## src/rtl/cmp_seq_ctrl.sv

```systemverilog
// Bit-serial magnitude comparator sequencer: walks operand bits MSB-first,
// one bit per clock, and stops at the first differing bit.
module cmp_seq_ctrl #(
    parameter int WIDTH = 32
) (
    input  logic             clk,
    input  logic             rst_n,
    input  logic             start,
    input  logic             abort,
    input  logic             is_signed,
    input  logic [WIDTH-1:0] a,
    input  logic [WIDTH-1:0] b,
    output logic             busy,
    output logic             done,
    output logic [31:0]      y
);

    typedef enum logic [1:0] {
        ST_IDLE = 2'd0,
        ST_RUN  = 2'd1,
        ST_DONE = 2'd2
    } state_t;

    localparam logic [4:0] IDX_TOP = 5'(WIDTH - 1);
    localparam logic [2:0] RES_EQ  = 3'b001;
    localparam logic [2:0] RES_GT  = 3'b010;
    localparam logic [2:0] RES_LT  = 3'b100;

    state_t             state_reg, state_next;
    logic [WIDTH-1:0]   a_reg, a_next;
    logic [WIDTH-1:0]   b_reg, b_next;
    logic               sgn_reg, sgn_next;
    logic [4:0]         idx_reg, idx_next;
    logic [31:0]        y_reg, y_next;
    logic               busy_reg, busy_next;
    logic               done_reg, done_next;

    logic [WIDTH-1:0]   sel_oh;
    logic               a_bit;
    logic               b_bit;
    logic               bit_diff;
    logic               at_msb;
    logic               idx_zero;
    logic [2:0]         res_diff;

    // One-hot decode of the bit pointer keeps the single-bit select free of
    // out-of-range indexing when WIDTH is narrower than the 5-bit pointer.
    generate
        for (genvar gi = 0; gi < WIDTH; gi++) begin : g_sel
            assign sel_oh[gi] = (idx_reg == 5'(gi));
        end
    endgenerate

    assign a_bit    = |(a_reg & sel_oh);
    assign b_bit    = |(b_reg & sel_oh);
    assign bit_diff = a_bit ^ b_bit;
    assign at_msb   = (idx_reg == IDX_TOP);
    assign idx_zero = (idx_reg == 5'd0);

    // In a signed compare the sign bit carries negative weight, so a set
    // MSB on A means A is the smaller operand.
    always_comb begin
        if (a_bit ^ (sgn_reg & at_msb)) begin
            res_diff = RES_GT;
        end else begin
            res_diff = RES_LT;
        end
    end

    // State register
    always_ff @(posedge clk or negedge rst_n) begin
        if (!rst_n) begin
            state_reg <= ST_IDLE;
            a_reg     <= '0;
            b_reg     <= '0;
            sgn_reg   <= 1'b0;
            idx_reg   <= IDX_TOP;
            y_reg     <= '0;
            busy_reg  <= 1'b0;
            done_reg  <= 1'b0;
        end else begin
            state_reg <= state_next;
            a_reg     <= a_next;
            b_reg     <= b_next;
            sgn_reg   <= sgn_next;
            idx_reg   <= idx_next;
            y_reg     <= y_next;
            busy_reg  <= busy_next;
            done_reg  <= done_next;
        end
    end

    // Next-state and datapath update
    always_comb begin
        state_next = state_reg;
        a_next     = a_reg;
        b_next     = b_reg;
        sgn_next   = sgn_reg;
        idx_next   = idx_reg;
        y_next     = y_reg;
        case (state_reg)
            ST_IDLE: begin
                if (start) begin
                    a_next     = a;
                    b_next     = b;
                    sgn_next   = is_signed;
                    idx_next   = IDX_TOP;
                    state_next = ST_RUN;
                end
            end
            ST_RUN: begin
                // Abort takes priority over a decision in the same cycle.
                if (abort) begin
                    state_next = ST_IDLE;
                end else if (bit_diff) begin
                    y_next     = {29'd0, res_diff};
                    state_next = ST_DONE;
                end else if (idx_zero) begin
                    y_next     = {29'd0, RES_EQ};
                    state_next = ST_DONE;
                end else begin
                    idx_next = idx_reg - 5'd1;
                end
            end
            ST_DONE: begin
                state_next = ST_IDLE;
            end
            default: begin
                state_next = ST_IDLE;
            end
        endcase
    end

    // Outputs are registered from the next state so nothing reaches the
    // ports combinationally.
    always_comb begin
        busy_next = (state_next == ST_RUN);
        done_next = (state_next == ST_DONE);
    end

    assign busy = busy_reg;
    assign done = done_reg;
    assign y    = y_reg;

endmodule

```

## config.mk

```make
export PLATFORM = sky130hd
export DESIGN_NAME = cmp_seq_ctrl
export DESIGN_NICKNAME = d
export VERILOG_FILES = /design/src/rtl/cmp_seq_ctrl.sv
export SDC_FILE = /design/constraint.sdc
export NUM_CORES = 1
export LEC_CHECK = 0
export CORE_MARGIN = 5
export CORE_UTILIZATION = 40
export DETAILED_ROUTE_END_ITERATION = 16
export GPL_ROUTABILITY_DRIVEN = 0
export GPL_TIMING_DRIVEN = 0
export PLACE_DENSITY = 0.67
export SLEW_MARGIN = 5
export SYNTH_ARGS = -nofsm -noshare
export SYNTH_HDL_FRONTEND = slang
export SYNTH_SLANG_ARGS = --single-unit
```

## constraint.sdc

```tcl
create_clock -name clk -period 2.65 [get_ports clk]
set_input_delay 0.3975 -clock clk [delete_from_list [all_inputs] [get_ports clk]]
set_output_delay 0.3975 -clock clk [all_outputs]
set_load 0.02 [all_outputs]
```

# After elaboration in Yosys (flattened, before gate mapping)
# Cells that the tools add are included.
dict set report op_classes {
  n_addsub 1
  n_mul 0
  div_mod_pow 0
  magnitude_cmp 0
  n_eq_ne 38
  n_shift 0
  muxes 13
  n_bitwise 6
  reduce_logical 9
}
# op count
set op_table {}
lappend op_table {{5-bit == test (second input constant)} 16}
lappend op_table {{32-bit bitwise AND} 2}
lappend op_table {{32-bit 2-to-1 mux} 2}
lappend op_table {{32-bit OR reduction} 2}
lappend op_table {{5-bit by 4-bit == test with 1-bit output (second input constant)} 8}
lappend op_table {{5-bit by 3-bit == test with 1-bit output (second input constant)} 4}
lappend op_table {{5-bit 2-to-1 mux} 4}
lappend op_table {{5-bit by 2-bit == test with 1-bit output (second input constant)} 2}
lappend op_table {{5-bit case mux with 2 select lines} 1}
lappend op_table {{2-bit 2-to-1 mux} 4}
lappend op_table {{2-bit inequality test (second input constant)} 4}
lappend op_table {{5-bit by 1-bit == test with 1-bit output (second input constant)} 1}
lappend op_table {{5-bit zero test} 1}
lappend op_table {{5-bit AND reduction} 1}
lappend op_table {{5-bit by 1-bit subtractor with 5-bit output (second input constant)} 1}
lappend op_table {{2-bit by 1-bit == test with 1-bit output (second input constant)} 2}
lappend op_table {{2-bit case mux with 2 select lines} 1}
lappend op_table {{2-bit nonzero test} 2}
lappend op_table {{3-bit 2-to-1 mux} 1}
lappend op_table {{3-bit AND reduction} 1}
lappend op_table {{2-bit == test (second input constant)} 1}
lappend op_table {{2-bit zero test} 1}
lappend op_table {{2-bit AND reduction} 1}
lappend op_table {{1-bit XOR} 2}
lappend op_table {{other kinds (2)} 2}
dict set report word_totals {
  reg_bits 106
  latch_bits 0
  mem_bits_rw 0
  rom_bits 0
  in_bits 69
  out_inout_bits 34
  wordCells 75
  memories 0
}

# Longest topological paths before layout
dict set report logic_depth {
  depth_word 8
  mapped_depth 11
  mapped_depth_nobuf 9
}

# Worst setup path after synthesis
# Ideal clock, no wire load.
dict set report synth_path {
  path_kind {register to register}
  from {reg idx_reg[0]}
  to {reg idx_reg[2]}
  setup_ns 0.077
  arrival_ns 2.567
  required_time_ns 2.573
  slack_ns 0.005
  path_stages_with_launch 12
  path_buffers 2
  synth_period_minus_slack_ns 2.645
  path_cell_list {dfstp_2 > inv_1 > ha_1 > clkbuf_1 > nand4b_1 > o21ai_0 > o41ai_2 > o211ai_1 > or3b_1 > buf_2 > a311oi_1 > o21ba_1}
}
dict set report synth_via {
  elab_chain_cells 6
  word_cells_on_any_way 45
  cone_classes {add/sub (1); eq/ne (33); mux (4); bitwise (3); reduce/logical (4)}
}
# item line_no
set synth_rtl {}
lappend synth_rtl {{start, declared} 33} ;# logic [4:0] idx_reg, idx_next;
lappend synth_rtl {{start signal, assigned} 86} ;# idx_reg <= idx_next;
lappend synth_rtl {{5-bit by 1-bit == test with 1-bit output, or another cell as far along} 50} ;# assign sel_oh[gi] = (idx_reg == 5'(gi));
lappend synth_rtl {{32-bit bitwise AND (on tied branches)} {54, 55}}
lappend synth_rtl {{32-bit OR reduction (on tied branches)} {54, 55}}
lappend synth_rtl {{1-bit XOR} 56} ;# assign bit_diff = a_bit ^ b_bit;
lappend synth_rtl {{2-bit inequality test (no line)} -}
lappend synth_rtl {{5-bit AND reduction (no line)} -}
# Parallel ways exist; a longest one is shown, timed or not. The select of a mux whose other input is x is not followed.
# A chain may end at the register's enable or synchronous reset.

# Worst setup path in the final report
dict set report layout_path {
  from {reg idx_reg[1]}
  to {reg idx_reg[4]}
}
# Same word-level chain as after synthesis.

==> impl_metrics.env <==
export IMPL_status="complete, but fails checks"
export IMPL_failed_checks="negative setup slack"
export IMPL_max_slew_margin_pct=47.17
export IMPL_synth_edf_count=0
export IMPL_postPlaceCellArea_um2=5081
export IMPL_dieHeight_um=110.7
export IMPL_whs_ns=0.4279
export IMPL_cts_htree_levels=3
export IMPL_max_freq_mhz=368.1
export IMPL_dieWidth_um=110.7
export IMPL_ys_flop_type="dfrtp_1"
export IMPL_drt_first_pass_iters=4
export IMPL_clock_sinks=77
export IMPL_syn_cell_area_um2=4054
export IMPL_critical_path_peak_fanout=10
export IMPL_critical_path_required_ns=2.92
export IMPL_synth_ff_latch_count=77
export IMPL_avgRoutedWirePerCell_um=16.61
export IMPL_clk_lat_worst_skew_ns=0.34
export IMPL_netlist_instances=349
export IMPL_core_area_um2=9819
export IMPL_synth_warning_count=0
export IMPL_timing_final_crit_period_ns=2.716
export IMPL_netlist_top_cell_by_area="dfrtp_1"
export IMPL_grt_first_pass_wirelength_mm=16.46
export IMPL_die_area_um2=12250
export IMPL_rsz_0062_raised_after_global_routing="true"
export IMPL_drv_cap=0
export IMPL_clk_transition_reported_paths_ns=0.08
export IMPL_irDropWorstVdd_uv=383.8
export IMPL_setup_viol=5
export IMPL_maximum_number_of_pins_on_one_net_before_global_route_repair=67
export IMPL_post_synth_cell_types=57
export IMPL_antennaDiodeCount=0
export IMPL_fin_ws_ns=-0.06649
export IMPL_cts_root_to_sink_buffers=2
export IMPL_final_cells=612
export IMPL_number_of_buffers_inserted_during_clock_tree_synthesis=9
export IMPL_timing_max_transition_violations_final=0
export IMPL_numPlacedInstances=584
export IMPL_port_buffers=73
export IMPL_finish_net_count=548
export IMPL_setup_worst_path_end_class="register"
export IMPL_finalCritPeriodShare_pct=102.5
export IMPL_cts_tree="built"
export IMPL_grt_overflow_total=0
export IMPL_route_vias_total=3124
export IMPL_reg2reg_setup_slack_ns=-0.07
export IMPL_worst_slew_pin_transition_ns=0.7925
export IMPL_syn_avg_cell_area_um2=11.62
export IMPL_track_usage_pct=16.50
export IMPL_clk_root_buffer_cell="clkbuf_8"
export IMPL_dr_first_iter_drc_count=177
export IMPL_pin_count=103
export IMPL_drive_above_1_share_pct=35.70
export IMPL_postSynth_asyncResetShare_pct=100.0
export IMPL_fin_worst_skew_ns=0.008376
export IMPL_worst_ep_arrival_time_ns=2.99
export IMPL_detailed_place_hpwl_mm=7.300
export IMPL_std_cell_rows=36
export IMPL_via_per_inst=5.105
export IMPL_grt_antenna_before_repair=0
export IMPL_power_density_cell_area_nw_per_um2=939.8
export IMPL_routed_wire_length_mm=10.17
export IMPL_hold_viol_final=0
export IMPL_detail_route_drc_violations=0
export IMPL_syn2layout_area_growth_pct=38.36
export IMPL_worstSetupPathType="reg -> reg"
export IMPL_route_antenna_remaining_nets=0
export IMPL_ys_top_cells_by_area="dfrtp_1 44%, mux2_2 18%, buf_4 5.6%, dfstp_2 3.2%, mux2i_1 2.5%"
export IMPL_start_util_pct=41.28
export IMPL_fin_area_um2=5609
export IMPL_worst_hold_path_type="in -> async"
export IMPL_critical_path_startpoint_type="register"
export IMPL_finalPower_uw=5271
export IMPL_share_of_the_yosys_chip_area_belonging_to_registers_pct=47.69
export IMPL_fin_util_pct=57.12
export IMPL_power_static_leakage_uw=0.002412
export IMPL_grt_pass1_vias=3237
export IMPL_netlist_area_leader_share_pct=44.44
[metal layers]
metal | part of all wire (%) | global-route usage, % | routed length (µm) | up-vias
li1 | - | - | - | 1471
met1 | 42 | 21.81 | 4312 | 1497
met2 | 48 | 25.89 | 4871 | 135
met3 | 7.2 | 3.876 | 736 | 21
met4 | 2.4 | 7.061 | 246 | 0
met5 | 0 | 0 | 0 | -
[timing repair]
item,4_1_cts,5_1_grt
gates cloned,0,1
buffers inserted,9,2
endpoints found under the setup margin,12,12
endpoints found under the hold margin,11,0
pin swaps,6,6
resized for setup,32,15
hold buffers,1,0
[cells in the mapped netlist (all sizes together), types with 2 or more instances]
| master | number |
|---|---|
| dfrtp | 72 |
| mux2 | 66 |
| buf | 44 |
| nand3 | 14 |
| a21oi | 12 |
| nor2 | 12 |
| mux2i | 10 |
| nand2 | 10 |
| inv | 9 |
| o21ai | 8 |
| clkbuf | 7 |
| a22oi | 6 |
| dfstp | 5 |
| ha | 5 |
| nand2b | 5 |
| nand4 | 5 |
| a311oi | 4 |
| and3 | 4 |
| nand3b | 4 |
| nand4b | 4 |
| or3b | 4 |
| o21ba | 3 |
| o22ai | 3 |
| o31ai | 3 |
| a2111oi | 2 |
| a31oi | 2 |
| and2 | 2 |
| o21a | 2 |
| o32ai | 2 |
[critical path, cell delays in order, from the launching register on]
cell	delay [ns]
dfstp_2	0.60
inv_4	0.07
ha_4	0.18
clkbuf_16	0.17
nand4b_1	0.09
o21ai_1	0.08
o41ai_2	0.30
o211ai_1	0.19
or3b_1	0.41
buf_6	0.15
a311oi_2	0.23
o21ba_1	0.19
[per-stage QoR]
step	setup slack (ns)	setup TNS, ns
after global routing	-0.1430	-0.8558
final	-0.06649	-0.1844
after floorplan	0.005301	0
after global placement	-1.408	-108.21
after detailed placement	-0.4674	-5.199
after CTS	0.003379	0
[cell families after synthesis]
| group | after synthesis | share of synthesized area (%) |
|---|---|---|
| fa+ha+maj | 5 | 1.543 |
| flops | 77 | 47.69 |
| mux | 76 | 20.80 |
| buf+inv | 61 | 9.105 |
| other cells | 1 | 0.09250 |
| simple gates | 69 | 9.969 |
| compound gates | 60 | 10.80 |
[final timing paths]
kind                       startpoint          to  cells past startpoint
max                        idx_reg[1]  idx_reg[4]                     11
min                             rst_n   b_reg[31]                      2
max reg2reg                idx_reg[1]  idx_reg[4]                     11
min reg2reg                  a_reg[3]    a_reg[3]                      1
max in group asynchronous       rst_n  idx_reg[3]                      3
min in group clk             a_reg[3]    a_reg[3]                      1
[placed cells by master, fill, tap and decap left out, types with 5 or more instances in the layout]
cell	count
o21ai_0	7
clkbuf_8	11
dfstp_2	5
buf_4	40
conb_1	29
a21oi_1	10
buf_6	7
nand3_1	14
inv_1	7
dfrtp_1	72
nor2_1	11
clkdlybuf4s50_1	72
nand2_1	9
buf_1	7
mux2i_1	8
nand2b_1	5
mux2_2	66
[where the power goes]
group | internal (µW) | switching, µW
clock network | 579 | 414
logic | 1210 | 997
registers | 1740 | 331
[final cells by class]
class,instances,area (µm²)
plain buffers,50,380.4
repair buffers,87,877.1
multi-input cells,239,1983
fillers,859,4210
flip-flops and latches,77,1933
inverters,10,43.79
clock inverters,4,70.07
clock buffers,12,155.1
well taps,133,166.4
Power figures use the tool's default switching activity.
